### src/rtl/coin_pkg.sv
// Shared types and constants for the coin serializer.
// Coin encodings, frame codes and FSM states.
package coin_pkg;

    typedef enum logic [1:0] {
        PENNY   = 2'b00,
        NICKEL  = 2'b01,
        DIME    = 2'b10,
        QUARTER = 2'b11
    } coin_t;

    localparam int FRAME_W = 12;

    localparam logic [FRAME_W-1:0] CODE_PENNY   = 12'b1011_1100_0000;
    localparam logic [FRAME_W-1:0] CODE_NICKEL  = 12'b1101_0000_0000;
    localparam logic [FRAME_W-1:0] CODE_DIME    = 12'b1011_0000_0000;
    localparam logic [FRAME_W-1:0] CODE_QUARTER = 12'b1110_1111_0000;

    typedef enum logic [1:0] {
        S_IDLE   = 2'b00,
        S_SEND   = 2'b01,
        S_COMMIT = 2'b10
    } state_t;

    function automatic logic [FRAME_W-1:0] coin_code(input coin_t c);
        logic [FRAME_W-1:0] code;
        unique case (c)
            PENNY:   code = CODE_PENNY;
            NICKEL:  code = CODE_NICKEL;
            DIME:    code = CODE_DIME;
            QUARTER: code = CODE_QUARTER;
            default: code = CODE_PENNY;
        endcase
        return code;
    endfunction

endpackage

### src/rtl/coin_fifo.sv
// Small synchronous FIFO holding accepted coin types.
// Push is ignored when full even if a pop happens in the same cycle.
module coin_fifo #(
    parameter int DEPTH = 4
) (
    input  logic       clk,
    input  logic       reset,
    input  logic       push,
    input  logic       pop,
    input  logic [1:0] din,
    output logic [1:0] dout,
    output logic       full,
    output logic       empty
);

    localparam int AW = $clog2(DEPTH);

    logic [1:0]  r_mem [DEPTH];
    logic [AW-1:0] r_wptr;
    logic [AW-1:0] r_rptr;
    logic [AW:0]   r_count;

    logic w_push;
    logic w_pop;

    assign full   = (r_count == (AW+1)'(DEPTH));
    assign empty  = (r_count == '0);
    assign dout   = r_mem[r_rptr];
    assign w_push = push && !full;
    assign w_pop  = pop && !empty;

    // Storage array; contents are don't-care until written.
    always_ff @(posedge clk) begin
        if (w_push) begin
            r_mem[r_wptr] <= din;
        end
    end

    // Pointer and occupancy bookkeeping.
    always_ff @(posedge clk) begin
        if (!reset) begin
            r_wptr  <= '0;
            r_rptr  <= '0;
            r_count <= '0;
        end else begin
            if (w_push) begin
                r_wptr <= r_wptr + 1'b1;
            end
            if (w_pop) begin
                r_rptr <= r_rptr + 1'b1;
            end
            unique case ({w_push, w_pop})
                2'b10:   r_count <= r_count + 1'b1;
                2'b01:   r_count <= r_count - 1'b1;
                default: r_count <= r_count;
            endcase
        end
    end

endmodule

### src/rtl/coin_serializer.sv
// Buffers coin events and emits each as a serial frame,
// LSB first, with a low frame_en marker on bit 0 and COMMIT.
module coin_serializer
    import coin_pkg::*;
#(
    parameter int FIFO_DEPTH = 4,
    parameter int FRAME_W    = 12
) (
    input  logic       clk,
    input  logic       reset,
    input  logic       coin_valid,
    input  logic [1:0] coin_type,
    output logic       coin_ready,
    output logic       ser_out,
    output logic       frame_en,
    output logic       busy,
    output logic       coin_return
);

    localparam int BW = $clog2(FRAME_W);
    localparam logic [BW-1:0] LAST = BW'(FRAME_W - 1);

    state_t r_state;
    state_t w_next_state;

    logic [FRAME_W-1:0] r_shift;
    logic [BW-1:0]      r_bit_idx;

    logic r_ser_out;
    logic r_frame_en;
    logic r_coin_return;

    logic       w_full;
    logic       w_empty;
    logic [1:0] w_dout;
    logic       w_push;
    logic       w_pop;
    logic       w_load;
    logic       w_ser;
    logic       w_fe;

    assign w_push = coin_valid && !w_full;

    coin_fifo #(
        .DEPTH (FIFO_DEPTH)
    ) u_fifo (
        .clk   (clk),
        .reset (reset),
        .push  (w_push),
        .pop   (w_pop),
        .din   (coin_type),
        .dout  (w_dout),
        .full  (w_full),
        .empty (w_empty)
    );

    assign coin_ready  = !w_full;
    assign busy        = (r_state != S_IDLE) || !w_empty;
    assign ser_out     = r_ser_out;
    assign frame_en    = r_frame_en;
    assign coin_return = r_coin_return;

    // State register.
    always_ff @(posedge clk) begin
        if (!reset) begin
            r_state <= S_IDLE;
        end else begin
            r_state <= w_next_state;
        end
    end

    // Next state, FIFO pop and the pre-register output values.
    always_comb begin
        w_next_state = r_state;
        w_pop        = 1'b0;
        w_load       = 1'b0;
        w_ser        = 1'b0;
        w_fe         = 1'b1;
        unique case (r_state)
            S_IDLE: begin
                if (!w_empty) begin
                    w_pop        = 1'b1;
                    w_load       = 1'b1;
                    w_next_state = S_SEND;
                end
            end
            S_SEND: begin
                w_ser = r_shift[0];
                w_fe  = (r_bit_idx != '0);
                if (r_bit_idx == LAST) begin
                    if (!w_empty) begin
                        w_pop  = 1'b1;
                        w_load = 1'b1;
                    end else begin
                        w_next_state = S_COMMIT;
                    end
                end
            end
            S_COMMIT: begin
                w_fe         = 1'b0;
                w_next_state = S_IDLE;
            end
            default: begin
                w_next_state = S_IDLE;
            end
        endcase
    end

    // Shift register and bit counter; counter holds at LAST until reload.
    always_ff @(posedge clk) begin
        if (!reset) begin
            r_shift   <= '0;
            r_bit_idx <= '0;
        end else if (w_load) begin
            r_shift   <= coin_code(coin_t'(w_dout));
            r_bit_idx <= '0;
        end else if (r_state == S_SEND && r_bit_idx != LAST) begin
            r_shift   <= r_shift >> 1;
            r_bit_idx <= r_bit_idx + 1'b1;
        end
    end

    // Registered outputs and the one-cycle reject pulse.
    always_ff @(posedge clk) begin
        if (!reset) begin
            r_ser_out     <= 1'b0;
            r_frame_en    <= 1'b1;
            r_coin_return <= 1'b0;
        end else begin
            r_ser_out     <= w_ser;
            r_frame_en    <= w_fe;
            r_coin_return <= coin_valid && w_full;
        end
    end

endmodule
### config.mk
export PLATFORM = sky130hd
export DESIGN_NAME = coin_serializer
export DESIGN_NICKNAME = d
export VERILOG_FILES = /design/src/rtl/coin_pkg.sv /design/src/rtl/coin_fifo.sv /design/src/rtl/coin_serializer.sv
export SDC_FILE = /design/constraint.sdc
export NUM_CORES = 1
export LEC_CHECK = 0
export CAP_MARGIN = 20
export CORE_UTILIZATION = 33
export CTS_BUF_LIST = sky130_fd_sc_hd__clkbuf_8
export CTS_CLUSTER_DIAMETER = 200
export DETAILED_ROUTE_END_ITERATION = 10
export PLACE_DENSITY_LB_ADDON = 0.05
export RECOVER_POWER = 25
export SYNTH_ARGS = -nofsm -noshare
export SYNTH_HDL_FRONTEND = slang
export SYNTH_SLANG_ARGS = --single-unit
### constraint.sdc
create_clock -name clk -period 2.4 [get_ports clk]
set_input_delay 0.36 -clock clk [delete_from_list [all_inputs] [get_ports clk]]
set_output_delay 0.36 -clock clk [all_outputs]
set_load 0.02 [all_outputs]
==> impl_metrics.ini, run 1 <==
[status]
status = finished, final reports clean

[hold_path]
hp-class = flip-flop to flip-flop
min_to = r_shift[6]
min_from = r_shift[7]
hold_path_depth = 2

[floorplanning]
die_w_um = 73.8
die-height_um = 73.8
die-area_um2 = 5440
coreArea_um2 = 4850
io_pins = 10
rows = 25
start_util_pct = 35.0

[global_routing]
grt-ovfl-total = 0
antenna_found_initial = 0
grt_pass1_vias = 1108
grt_max_degree = 27
grt_use_total_pct = 13.0
grt_pass1_wl_um = 5180

[clock_network]
cts_tree = built
clock_tree.root_cell = clkbuf_8
cts.sinks = 38
clkLatencyLatePin_ns = 0.28
clkTransAtPathRegs_ns = 0.07
cts-buffers-inserted = 5
htreeDepth = 2
cts_buffer_depth = 2

[setup_path]
rr_worst_depth = 10
worstPathMaxFanout = 5
r2r_start = r_bit_idx[1]
required_ns = 2.04
r2r_slack_ns = 0.14
reg2reg_to = u_fifo.r_count[2]
critPathLaunch = u_fifo.r_count[0]
endpoint_kind = output port
arrival_ns = 1.92
start_kind = flip-flop
critPathKind = flip-flop to output port

[sta]
relSlewSlack_pct = 69.0
setup_viol = 0
worstMarginPinSlew_ns = 0.461
whs_ns = 0.473
post-route-min-period_ns = 2.28
setup_ws_ns = 0.120
fin_tns_setup_ns = 0
finalClockSkew_ns = 0.00497
slew_violations = 0
fin_crit_sh_pct = 95.0
max_clock_freq_mhz = 439
rsz0062_at_grt = no
final-hold-violation-count = 0

[synthesis]
ys_types = 43
netlist.area_leader.share_pct = 35.3
synth_edf_count = 8
syn_nets = 172
netlist_area_um2 = 1700
synthFlopType = dfxtp_1
netlist_top_cells_area = dfxtp_1 (35%), edfxtp_1 (14%), ha_1 (7.4%), mux4_2 (2.7%), o21ai_0 (2.4%)
synth_top_area_cell = dfxtp_1
synth_seq_area_share_pct = 49.5
yosysMostFrequentCell = dfxtp_1
yosys-top-cells-count = dfxtp_1 (30), ha_1 (10), inv_1 (10), nand2_1 (10), nor2_1 (9)
async_flop_share_pct = 0
ys_ff_latch = 38
synthCells = 156
syn_avg_cell_area_um2 = 10.9
yosysWarnings = 0

[route]
maxUsedRoutingLayer = met4
drtAntennaViolNets = 0
drtPass1Iterations = 4
via_per_inst = 4.80
wl_met1_um = 1460
drc = 0
drt-wirelength-per-cell_um = 12.4
vias = 1162
drtIter0Drc = 27
dr_wl_met3_um = 116
routed-wl-met2_um = 1360
wirelength_um = 3000

[placed_design]
hpwl_um = 2160
io_buffers = 9
gp_congestion = 0.738
pre_cts_slack_ns = -0.0000444

[layout]
nets = 191
areaGrowthSynthToFinish_pct = 17.8
antenna_cells = 0
drive_above_1_share_pct = 15.4

[pwr]
p_per_area_nw_per_um2 = 1270
ir_drop_mv = 0.537
p_leak_nw = 0.791
p_total_w = 0.00254

[run]
drv_cap = 0
==> where the power goes <==
part	total, W	internal [W]	switching, W
clock	0.000434	0.000224	0.000210
combinational	0.00117	0.000543	0.000629
sequential	0.000932	0.000816	0.000116
total	0.00254	0.00158	0.000955
==> cell families (layout without fill, tap and decap cells) <==
group	count (synthesis)	in the layout	share of synthesized area (%)
DFF	38	38	49.5
xor gates and xnor gates	7	7	4.05
adders and majority gates	11	11	8.54
AOI/OAI and AO/OA	32	32	13.5
muxes	2	2	2.65
and+or+nand+nor	52	52	18.2
buffers and inverters	14	33	3.61
==> layer usage <==
| layer | GRT usage (%) | up-vias |
|---|---|---|
| met3 | 3.70 | 6 |
| met4 | 6.41 | 0 |
| li1 | - | 582 |
| met1 | 15.7 | 557 |
| met2 | 21.0 | 17 |
| met5 | 0 | - |
==> cell type report <==
| cell class | count | area [um^2] |
|---|---|---|
| well taps | 67 | 83.8 |
| fillers | 472 | 2850 |
| inverters | 10 | 37.5 |
| clock inverters | 1 | 3.75 |
| repair buffers | 16 | 139 |
| clock buffers | 6 | 82.6 |
| multi-input cells | 104 | 812 |
| flip-flops and latches | 38 | 843 |
==> timing repair <==
| action | CTS | global route |
|---|---|---|
| gates resized for setup | 1 | 5 |
| buffers inserted | 0 | 0 |
| hold buffers | 0 | 0 |
| endpoints found under the setup margin | 1 | 1 |
| endpoints found under the hold margin | 0 | 0 |
==> state kept, by name, indices dropped and copies added, names as in the netlist, named ones only <==
signal          cells
coin_return         1
frame_en            1
r_bit_idx           4
r_shift            12
r_state             2
ser_out             1
u_fifo.r_count      3
u_fifo.r_mem        8
u_fifo.r_rptr       2
u_fifo.r_wptr       2
==> critical path, cell delays in order, from the launching register on <==
cell,delay (ns)
dfxtp_1,0.35
or3_4,0.41
or3_1,0.33
clkdlybuf4s50_1,0.54
==> cells in the final DEF, fill, tap and decap left out, types with 2 or more instances in the layout <==
| cell | instances |
|---|---|
| ha_1 | 8 |
| o21ai_0 | 8 |
| edfxtp_1 | 8 |
| nand3_1 | 3 |
| clkdlybuf4s50_1 | 7 |
| xor2_1 | 3 |
| or3_1 | 2 |
| dfxtp_2 | 2 |
| a21boi_0 | 2 |
| and3_1 | 5 |
| clkbuf_8 | 6 |
| a22o_1 | 2 |
| dlygate4sd3_1 | 2 |
| nand2_1 | 10 |
| mux4_2 | 2 |
| inv_1 | 11 |
| a31oi_1 | 4 |
| o21a_1 | 3 |
| and2_1 | 6 |
| nor2_1 | 9 |
| a21oi_1 | 4 |
| dfxtp_1 | 28 |
| buf_4 | 6 |
| nor2b_1 | 4 |
| xnor2_1 | 3 |
| a22oi_1 | 4 |
==> through the flow <==
stage | util [%] | cell area, um^2 | std cells
after CTS | 41.1 | 1990 | 242
after detailed placement | 39.2 | 1900 | 235
after floorplan | - | 1700 | 156
after global placement | 39.2 | 1900 | 235
final | 41.3 | 2000 | 242
after global routing | 41.3 | 2000 | 242
==> worst max-delay path by stage <==
stage	to	slack [ns]	cells after the start
floorplan	u_fifo.r_count[2]	0.04	10
global placement	u_fifo.r_count[2]	0.12	10
detailed placement	u_fifo.r_count[2]	-0.00004	10
CTS	u_fifo.r_count[2]	0.001	10
global route	u_fifo.r_count[2]	0.02	10
finish	busy	0.12	3
No activity file was read; power rests on OpenSTA's default activity.
==> inputs of run 2 (changes only) <==
==> constraint.sdc (replaced) <==
create_clock -name clk -period 2.4 [get_ports clk]
set_input_delay 0.36 -clock clk [delete_from_list [all_inputs] [get_ports clk]]
set_output_delay 0.36 -clock clk [all_outputs]
set_load 0.01 [all_outputs]
==> results of run 2 <==
The final DEF is identical to that of run 1. Status: finished, final reports clean.
Among the figures that moved: setup slack after layout 0.120 ns -> 0.136 ns; start point of the critical path u_fifo.r_count[0] -> r_bit_idx[1]; end point of the critical path busy -> u_fifo.r_count[2]; total power 0.00254 W -> 0.00251 W
==> inputs of run 3 (changes only) <==
--- a/config.mk
+++ b/config.mk
@@ -5,7 +5,6 @@
 export SDC_FILE = /design/constraint.sdc
 export NUM_CORES = 1
 export LEC_CHECK = 0
-export CAP_MARGIN = 20
 export CORE_UTILIZATION = 33
 export CTS_BUF_LIST = sky130_fd_sc_hd__clkbuf_8
 export CTS_CLUSTER_DIAMETER = 200
==> results of run 3 <==
The final DEF is identical to that of run 1. Status: finished, final reports clean.
Among the figures that moved: setup slack after layout 0.120 ns -> 0.136 ns; start point of the critical path u_fifo.r_count[0] -> r_bit_idx[1]; end point of the critical path busy -> u_fifo.r_count[2]; total power 0.00254 W -> 0.00251 W
